<file path="config.mk">
export PLATFORM = sky130hd
export DESIGN_NAME = mem_port_arbiter
export DESIGN_NICKNAME = d
export VERILOG_FILES = /design/src/rtl/mem_arb_pkg.sv /design/src/rtl/rr_pick2.sv /design/src/rtl/mem_port_arbiter.sv
export SDC_FILE = /design/constraint.sdc
export NUM_CORES = 1
export LEC_CHECK = 0
export ABC_AREA = 1
export BUFFER_PORTS_ARGS = -buffer_cell sky130_fd_sc_hd__buf_2
export CAP_MARGIN = 20
export CORE_MARGIN = 2
export CORE_UTILIZATION = 43
export CTS_CLUSTER_SIZE = 28
export DETAILED_ROUTE_END_ITERATION = 10
export GPL_ROUTABILITY_DRIVEN = 0
export HOLD_SLACK_MARGIN = 0.06
export PLACE_DENSITY = 0.88
export RECOVER_POWER = 100
export SYNTH_ARGS = -nofsm -noshare
export SYNTH_HDL_FRONTEND = slang
export SYNTH_SLANG_ARGS = --single-unit
</file>
<file path="constraint.sdc">
create_clock -name clk -period 1.57 [get_ports clk]
set_clock_uncertainty 0.2 [all_clocks]
set_input_delay 0.0785 -clock clk [delete_from_list [all_inputs] [get_ports clk]]
set_output_delay 0.0785 -clock clk [all_outputs]
set_load 0.05 [all_outputs]
</file>
<file path="src/rtl/mem_arb_pkg.sv">
// Shared constants for the memory port arbiter: FSM encoding, requester IDs, abort data.
package mem_arb_pkg;

  localparam logic [1:0] ST_IDLE = 2'd0;
  localparam logic [1:0] ST_BUSY = 2'd1;
  localparam logic [1:0] ST_RESP = 2'd2;

  localparam logic REQ_CPU  = 1'b0;
  localparam logic REQ_CONF = 1'b1;

  localparam logic [31:0] TIMEOUT_RDATA = 32'hDEAD_BEEF;

endpackage

</file>
<file path="src/rtl/rr_pick2.sv">
// Combinational 2-way round-robin picker; on contention the side that was not granted last wins.
module rr_pick2 (
  input  logic [1:0] req,
  input  logic       last,
  output logic       gnt_valid,
  output logic       gnt_id
);

  always_comb begin
    gnt_valid = |req;
    gnt_id    = 1'b0;
    case (req)
      2'b01:   gnt_id = 1'b0;
      2'b10:   gnt_id = 1'b1;
      2'b11:   gnt_id = ~last;
      default: gnt_id = 1'b0;
    endcase
  end

endmodule

</file>
<file path="src/rtl/mem_port_arbiter.sv">
// Shares one single-port SRAM between the CPU port and the host config port (round-robin).
// Optional BUSY watchdog enabled by defining MEM_ARB_TIMEOUT_EN.
//
// state   | meaning
// IDLE    | no owner; pick a requester and latch its command
// BUSY    | strobe held on memory, waiting for mem_ready
// RESP    | one-cycle ready pulse with captured read data to the owner
module mem_port_arbiter
  import mem_arb_pkg::*;
#(
  parameter int ADDR_W  = 32,
  parameter int DATA_W  = 32,
  parameter int TIMEOUT = 64
) (
  input  logic                  clk,
  input  logic                  resetn,
  input  logic                  cpu_valid,
  input  logic [ADDR_W-1:0]     cpu_addr,
  input  logic [DATA_W-1:0]     cpu_wdata,
  input  logic [DATA_W/8-1:0]   cpu_wstrb,
  output logic                  cpu_ready,
  output logic [DATA_W-1:0]     cpu_rdata,
  input  logic                  conf_valid,
  input  logic                  conf_we,
  input  logic [ADDR_W-1:0]     conf_addr,
  input  logic [DATA_W-1:0]     conf_wdata,
  output logic                  conf_ready,
  output logic [DATA_W-1:0]     conf_rdata,
  output logic                  mem_rden,
  output logic                  mem_wren,
  output logic [ADDR_W-1:0]     mem_addr,
  output logic [DATA_W-1:0]     mem_wdata,
  output logic [DATA_W/8-1:0]   mem_wstrb,
  input  logic [DATA_W-1:0]     mem_rdata,
  input  logic                  mem_ready,
  output logic                  owner_conf,
  output logic                  timeout_err
);

  localparam int STRB_W = DATA_W / 8;

  logic [1:0] state_q;
  logic       last_q;
  logic       owner_q;
  logic       gnt_valid;
  logic       gnt_id;
  logic       busy_done;
  logic [DATA_W-1:0] resp_data;

  rr_pick2 u_pick (
    .req       ({conf_valid, cpu_valid}),
    .last      (last_q),
    .gnt_valid (gnt_valid),
    .gnt_id    (gnt_id)
  );

`ifdef MEM_ARB_TIMEOUT_EN
  localparam int TO_W = (TIMEOUT > 1) ? $clog2(TIMEOUT) : 1;

  logic [TO_W-1:0] to_cnt;
  logic            to_expired;
  logic            timeout_err_q;

  assign timeout_err = timeout_err_q;

  always_comb begin
    to_expired = !mem_ready && (to_cnt == '0);
    busy_done  = mem_ready || to_expired;
    resp_data  = mem_wren ? '0 : mem_rdata;
    if (to_expired) resp_data = DATA_W'(TIMEOUT_RDATA);
  end

  // Watchdog down-counter: loaded on grant, terminal count on the TIMEOUT-th BUSY cycle
  always_ff @(posedge clk or negedge resetn) begin
    if (!resetn) begin
      to_cnt        <= '0;
      timeout_err_q <= 1'b0;
    end else if (state_q == ST_IDLE) begin
      to_cnt <= TO_W'(TIMEOUT - 1);
    end else if (state_q == ST_BUSY) begin
      if (to_expired) timeout_err_q <= 1'b1;
      else if (!mem_ready) to_cnt <= to_cnt - 1'b1;
    end
  end
`else
  logic unused_timeout;

  assign unused_timeout = (TIMEOUT == 0);
  assign timeout_err    = 1'b0;

  always_comb begin
    busy_done = mem_ready;
    resp_data = mem_wren ? '0 : mem_rdata;
  end
`endif

  assign owner_conf = (state_q != ST_IDLE) && (owner_q == REQ_CONF);

  always_ff @(posedge clk or negedge resetn) begin
    if (!resetn) begin
      state_q    <= ST_IDLE;
      last_q     <= REQ_CONF;
      owner_q    <= REQ_CPU;
      cpu_ready  <= 1'b0;
      cpu_rdata  <= '0;
      conf_ready <= 1'b0;
      conf_rdata <= '0;
      mem_rden   <= 1'b0;
      mem_wren   <= 1'b0;
      mem_addr   <= '0;
      mem_wdata  <= '0;
      mem_wstrb  <= '0;
    end else begin
      case (state_q)
        ST_IDLE: begin
          if (gnt_valid) begin
            owner_q <= gnt_id;
            last_q  <= gnt_id;
            state_q <= ST_BUSY;
            if (gnt_id == REQ_CONF) begin
              mem_addr  <= conf_addr;
              mem_wdata <= conf_wdata;
              mem_wstrb <= conf_we ? {STRB_W{1'b1}} : '0;
              mem_wren  <= conf_we;
              mem_rden  <= !conf_we;
            end else begin
              mem_addr  <= cpu_addr;
              mem_wdata <= cpu_wdata;
              mem_wstrb <= cpu_wstrb;
              mem_wren  <= |cpu_wstrb;
              mem_rden  <= ~|cpu_wstrb;
            end
          end
        end
        ST_BUSY: begin
          if (busy_done) begin
            mem_rden <= 1'b0;
            mem_wren <= 1'b0;
            state_q  <= ST_RESP;
            if (owner_q == REQ_CONF) begin
              conf_ready <= 1'b1;
              conf_rdata <= resp_data;
            end else begin
              cpu_ready <= 1'b1;
              cpu_rdata <= resp_data;
            end
          end
        end
        ST_RESP: begin
          cpu_ready  <= 1'b0;
          cpu_rdata  <= '0;
          conf_ready <= 1'b0;
          conf_rdata <= '0;
          state_q    <= ST_IDLE;
        end
        default: state_q <= ST_IDLE;
      endcase
    end
  end

endmodule

</file>
# == Yosys cells after proc, flatten, opt, wreduce, memory -nomap -nowiden ==
# Index checks and enable logic that the tools add are counted.
# totals
ff_bits,140
latchBits,0
mem_bits_rw,0
mem_bits_ro,0
input_bits,170
out_inout_bits,138
elab_cells,63
n_memories,0
# op_classes
addsub,0
n_mul,0
div_mod_pow,0
n_lt_le_gt_ge,0
eq_ne,8
n_shift,0
n_mux,28
n_bitwise,1
n_reduce_logical,14
# op_table
cell,n
$mux 32,7
$pmux 32 s2,2
$pmux 1 s2,5
$mux 1,9
$reduce_and 3->1,3
$mux 4,2
$ne 2x2->1 const B,4
$eq 2x2->1 const B,3
$reduce_bool 2->1,3
$mux 2,2
$pmux 2 s2,1
$reduce_and 2->1,2
$reduce_or 4->1,1
$eq 2x1->1 const B,1
$logic_not 1->1,2
$logic_not 2->1,1
$reduce_or 2->1,1
$logic_and 1x1->1,1
$not 1->1,1

# == Depth between registers and ports, before layout ==
# depth
word_depth,5
mapped_depth,8

# == Modules after synthesis ==
# Synthesis repeated with hierarchy kept, for this count alone.
# unflattened
cells_unflattened,763
area_unflattened_um2,6165.9
# by_module_without_submodules
module,n_inst,cells_each,area_each_um2,seq_area_each_um2
mem_port_arbiter,1,760,6150.9,3504.6
rr_pick2,1,3,15.0,0.0

# == Worst setup path before layout ==
# OpenSTA, ideal clock, no wires.
# synth_path
path_kind,register to register
startpoint,register mem_wren
endpoint,register conf_rdata[20]
arrival_ns,1.328
t_required_ns,1.305
setup_slack_ns,-0.023
stages_incl_launch_ff,7
n_path_buf,1
period_less_slack_ns,1.593
cell_sequence,dfrtp_1 > inv_1 > clkbuf_1 > nand2_1 > nor2_1 > nand2_1 > nand2_1
# synth_via
elab_chain_cells,4
# synth_rtl
element,line,text
start: declaration,mem_port_arbiter.sv:30,"output logic mem_wren,"
start signal: assignment,mem_port_arbiter.sv:124,mem_wren <= conf_we;
start signal: assignment,mem_port_arbiter.sv:130,mem_wren <= |cpu_wstrb;
$mux 32,mem_port_arbiter.sv:93,resp_data = mem_wren ? '0 : mem_rdata;
$mux 32,mem_port_arbiter.sv:140,if (owner_q == REQ_CONF) begin
$mux 32,mem_port_arbiter.sv:136,if (busy_done) begin
$pmux 32 s2,mem_port_arbiter.sv:114,case (state_q)
end signal: assignment,mem_port_arbiter.sv:142,conf_rdata <= resp_data;
end: declaration,mem_port_arbiter.sv:28,"output logic [DATA_W-1:0] conf_rdata,"
# No other way between the ends. The select of a mux whose other input is x is not followed.
# A chain may end at the register's enable or synchronous reset.

# == Final worst setup path ==
# layout_path
startpoint,register last_q
endpoint,register mem_addr[30]
# layout_via
elab_chain_cells,3
# layout_rtl
element,line,text
start: declaration,mem_port_arbiter.sv:43,logic last_q;
start signal: assignment,mem_port_arbiter.sv:118,last_q <= gnt_id;
$not 1->1,rr_pick2.sv:15,2'b11: gnt_id = ~last;
$pmux 1 s2,rr_pick2.sv:12,case (req)
$mux 32,mem_port_arbiter.sv:120,if (gnt_id == REQ_CONF) begin
end signal: assignment,mem_port_arbiter.sv:121,mem_addr <= conf_addr;
end signal: assignment,mem_port_arbiter.sv:127,mem_addr <= cpu_addr;
end: declaration,mem_port_arbiter.sv:31,"output logic [ADDR_W-1:0] mem_addr,"
# No other way between the ends.

==> results_dict.tcl <==
set metrics [dict create \
    synth_most_common_cell "nand2_1" \
    coreArea_um2 15100 \
    crit_family "simple AND/OR/NAND/NOR gates" \
    die_w_um 128 \
    num_io_pins 308 \
    cts_tree "done" \
    cp_cell_sequence "nand2_4 > nand2_8 > buf_4 > or2_0 > nand3_1 > nand2_1" \
    synth_cell_types 23 \
    netlist.area_leader.share_pct 52.3 \
    required_ps 1740 \
    synthCells 887 \
    nets 1548 \
    swShare_pct 55.8 \
    pwr-share-seq_pct 25.6 \
    holdCritStartpoint "cpu_rdata[21]$_DFFE_PN0P_" \
    via_per_inst 5.75 \
    path_clk_slew_ps 70 \
    nFillCells 843 \
    ir_drop_v 0.00167 \
    synth_simple_gate_area_share_pct 38.9 \
    postSynth.asyncResetShare_pct 100 \
    cts-root-buf "clkbuf_16" \
    htreeDepth 4 \
    drive_above_1_share_pct 36.9 \
    wl_per_cell_um 22.7 \
    cp_num_buf_inv 1 \
    clockBufferDepth 2 \
    grt.overflow.total 0 \
    seq_area_frac_synth_pct 52.7 \
    p_per_area_nw_per_um2 2290 \
    slowest_delay_ps 560 \
    start_util_pct 43.9 \
    worstPathArrival_ps 2090 \
    syn2layout_area_growth_pct 74.0 \
    grt_pass1_vias 8514 \
    synth_compound_area_share_pct 0.733 \
    clkSinkCount 140 \
    period_minus_slack_ps 1920 \
    yosysTopAreaCell "dfrtp_1" \
    critPathSlowestCell "dfstp_2" \
    r2r-start "last_q$_DFFE_PN1P_" \
    grt_pass1_wl_mm 44.2 \
    hp-class "reg -> reg" \
    maxClockFrequency_mhz 522 \
    rsz0062_at_grt "true" \
    hold_violations 0 \
    synthesis.area_um2 6650 \
    finalWirelength_mm 35.9 \
    drc 0 \
    antenna_found_initial 1 \
    synth_top_family_by_area "simple AND/OR/NAND/NOR gates" \
    die_y_um 128 \
    vias 9099 \
    drv_slew 0 \
    start_kind "register" \
    grt_max_degree 46 \
    place_area_um2 8510 \
    status "complete, but fails checks" \
    dr.pass1.iters 9 \
    fin_crit_sh_pct 122 \
    holdPathEnd "cpu_rdata[21]$_DFFE_PN0P_" \
    synth.area.top_cells "dfrtp_1 52%, nand2_1 25%, nand3_1 5.0%, or2_2 4.4%, inv_1 3.8%" \
    fin_ws_ps -346 \
    drt_iter0_markers 1233 \
    synth_fa_ha_area_share_pct 0 \
    dpl.hpwl_mm 14.2 \
    cp-end-kind "register" \
    reg2reg_to "mem_addr[30]$_DFFE_PN0P_" \
    clockPowerShare_pct 15.2 \
    insertion_delay_ps 430 \
    violations "setup timing" \
    total_power_mw 26.5 \
    io_buffers 306 \
    die_area_um2 16500 \
    ys.flop_type "dfrtp_1" \
    worst-path-max-fanout 6 \
    reg2regPathDepth 6 \
    synth_seq_cells 140 \
    synth_edf_count 0 \
    final_cells 1582 \
    maxSlewHeadroom_pct 64.7 \
    synthTopCellsByCount "449 x nand2_1, 139 x dfrtp_1, 68 x inv_1" \
    final_cell_area_um2 11600 \
    yosysWarnings 0 \
    synth-xor-area-share_pct 0 \
    hold_slack_ps 266 \
    rows 45 \
    p_sw_mw 14.8 \
    synth_nets 1057 \
    combPwrFrac_pct 59.2 \
    cts_buffers 17 \
    criticalPathCategory "reg -> reg" \
    tightest_slew_ps 529 \
    track_usage_pct 35.0 \
    r2r_setup_slack_ps -350 \
    ant_nets 0 \
    cellInternalPower_mw 11.7 \
    avgSynthCellArea_um2 7.50 \
    hold_path_depth 2 \
    cellLeakagePower_nw 6.55 \
    cap_violations 0 \
    synthMuxAreaShare_pct 0 \
    tns_ps -2690 \
    dp.cells 1358 \
    setup_viol_count_final 63 \
]
## stage by stage
stage | setup WS (ps) | util [%]
floorplan | -21.3 | -
global placement | -32.1 | 56.2
detailed placement | -83.4 | 56.2
CTS | -28.5 | 71.4
global route | -386 | 76.4
finish | -346 | 76.4
## power groups by stage
stage	Clock (mW)	Sequential (mW)	Combinational, mW
finish	4.02	6.77	15.7
global route	4.19	6.86	16.3
CTS	3.97	6.42	13.4
detailed placement	0	6.43	13.0
global placement	0	6.37	12.8
floorplan	0	12.4	3.44
## repair_timing
item / CTS / global route
endpoints found under the hold margin: 280 / 0
pin swaps: 1 / 12
gates resized for setup: 7 / 109
hold buffers: 170 / 0
cloned: 0 / 14
buffers inserted: 1 / 5
endpoints found under the setup margin: 72 / 127
## area by class of cell
type	count	area [um^2]	share of cell area [%]
inverters	69	262	2.26
multi-input cells	631	3010	26.0
repair buffers	519	3970	34.3
flip-flops and latches	140	3510	30.3
clock buffers	19	433	3.74
well taps	188	235	2.03
clock inverters	13	144	1.24
diodes	3	7.51	0.0649
## worst max path at each step
stage                           startpoint                         end  cells past startpoint
global route            last_q$_DFFE_PN1P_    mem_addr[30]$_DFFE_PN0P_                      6
global placement    state_q[0]$_DFFE_PN0P_    mem_wdata[9]$_DFFE_PN0P_                      6
CTS                 state_q[1]$_DFFE_PN0P_   cpu_rdata[16]$_DFFE_PN0P_                      6
finish                  last_q$_DFFE_PN1P_    mem_addr[30]$_DFFE_PN0P_                      6
floorplan             mem_wren$_DFFE_PN0P_  conf_rdata[11]$_DFFE_PN0P_                      6
detailed placement  state_q[0]$_DFFE_PN0P_   mem_wdata[21]$_DFFE_PN0P_                      6
## cell usage in the layout (no fill, tap or decap), types with 2 or more instances in the layout
cell / synthesis / layout
or2_1: 14 / 14
buf_8: 0 / 4
nand2_1: 449 / 413
nand3_1: 67 / 35
diode_2: 0 / 3
clkbuf_1: 8 / 2
buf_4: 3 / 9
clkinv_4: 0 / 3
nand2_2: 1 / 33
a21o_1: 2 / 2
nand3_2: 1 / 32
bufinv_16: 0 / 2
nand2_8: 0 / 2
clkbuf_16: 0 / 27
dlygate4sd3_1: 0 / 170
nor2_4: 0 / 5
buf_6: 2 / 9
inv_6: 0 / 2
nor2_1: 38 / 31
or2_2: 47 / 40
buf_2: 34 / 303
clkinv_2: 0 / 2
inv_2: 1 / 2
o21ai_0: 4 / 4
clkinvlp_4: 0 / 4
nor2_2: 3 / 5
dfrtp_1: 139 / 138
inv_1: 68 / 66
nand2_4: 0 / 3
buf_12: 0 / 12
or2_4: 0 / 7
## layer usage
metal	global-route usage (%)	vias up	share of wire, %
met5	0	-	0.19
met4	25.9	4	9.8
met3	9.19	349	14
met2	56.1	1025	44
met1	40.6	4075	32
li1	-	3646	-
## kinds of logic after synthesis
group / Yosys count
compound gates: 8
buf+inv: 117
flops: 140
other cells: 1
simple gates: 621
## state kept, by name, summed over array words and instances (netlist names)
register / flops
mem_addr: 32
last_q: 1
conf_ready: 1
cpu_rdata: 32
mem_wstrb: 4
mem_rden: 1
state_q: 2
conf_rdata: 32
owner_q: 1
cpu_ready: 1
mem_wren: 1
mem_wdata: 32
## worst min-delay path, stage by stage (launching register included)
cell and delay, ps:
dfrtp_1 340, nand2_1 50, nand2_1 50
Power figures use the tool's default switching activity.
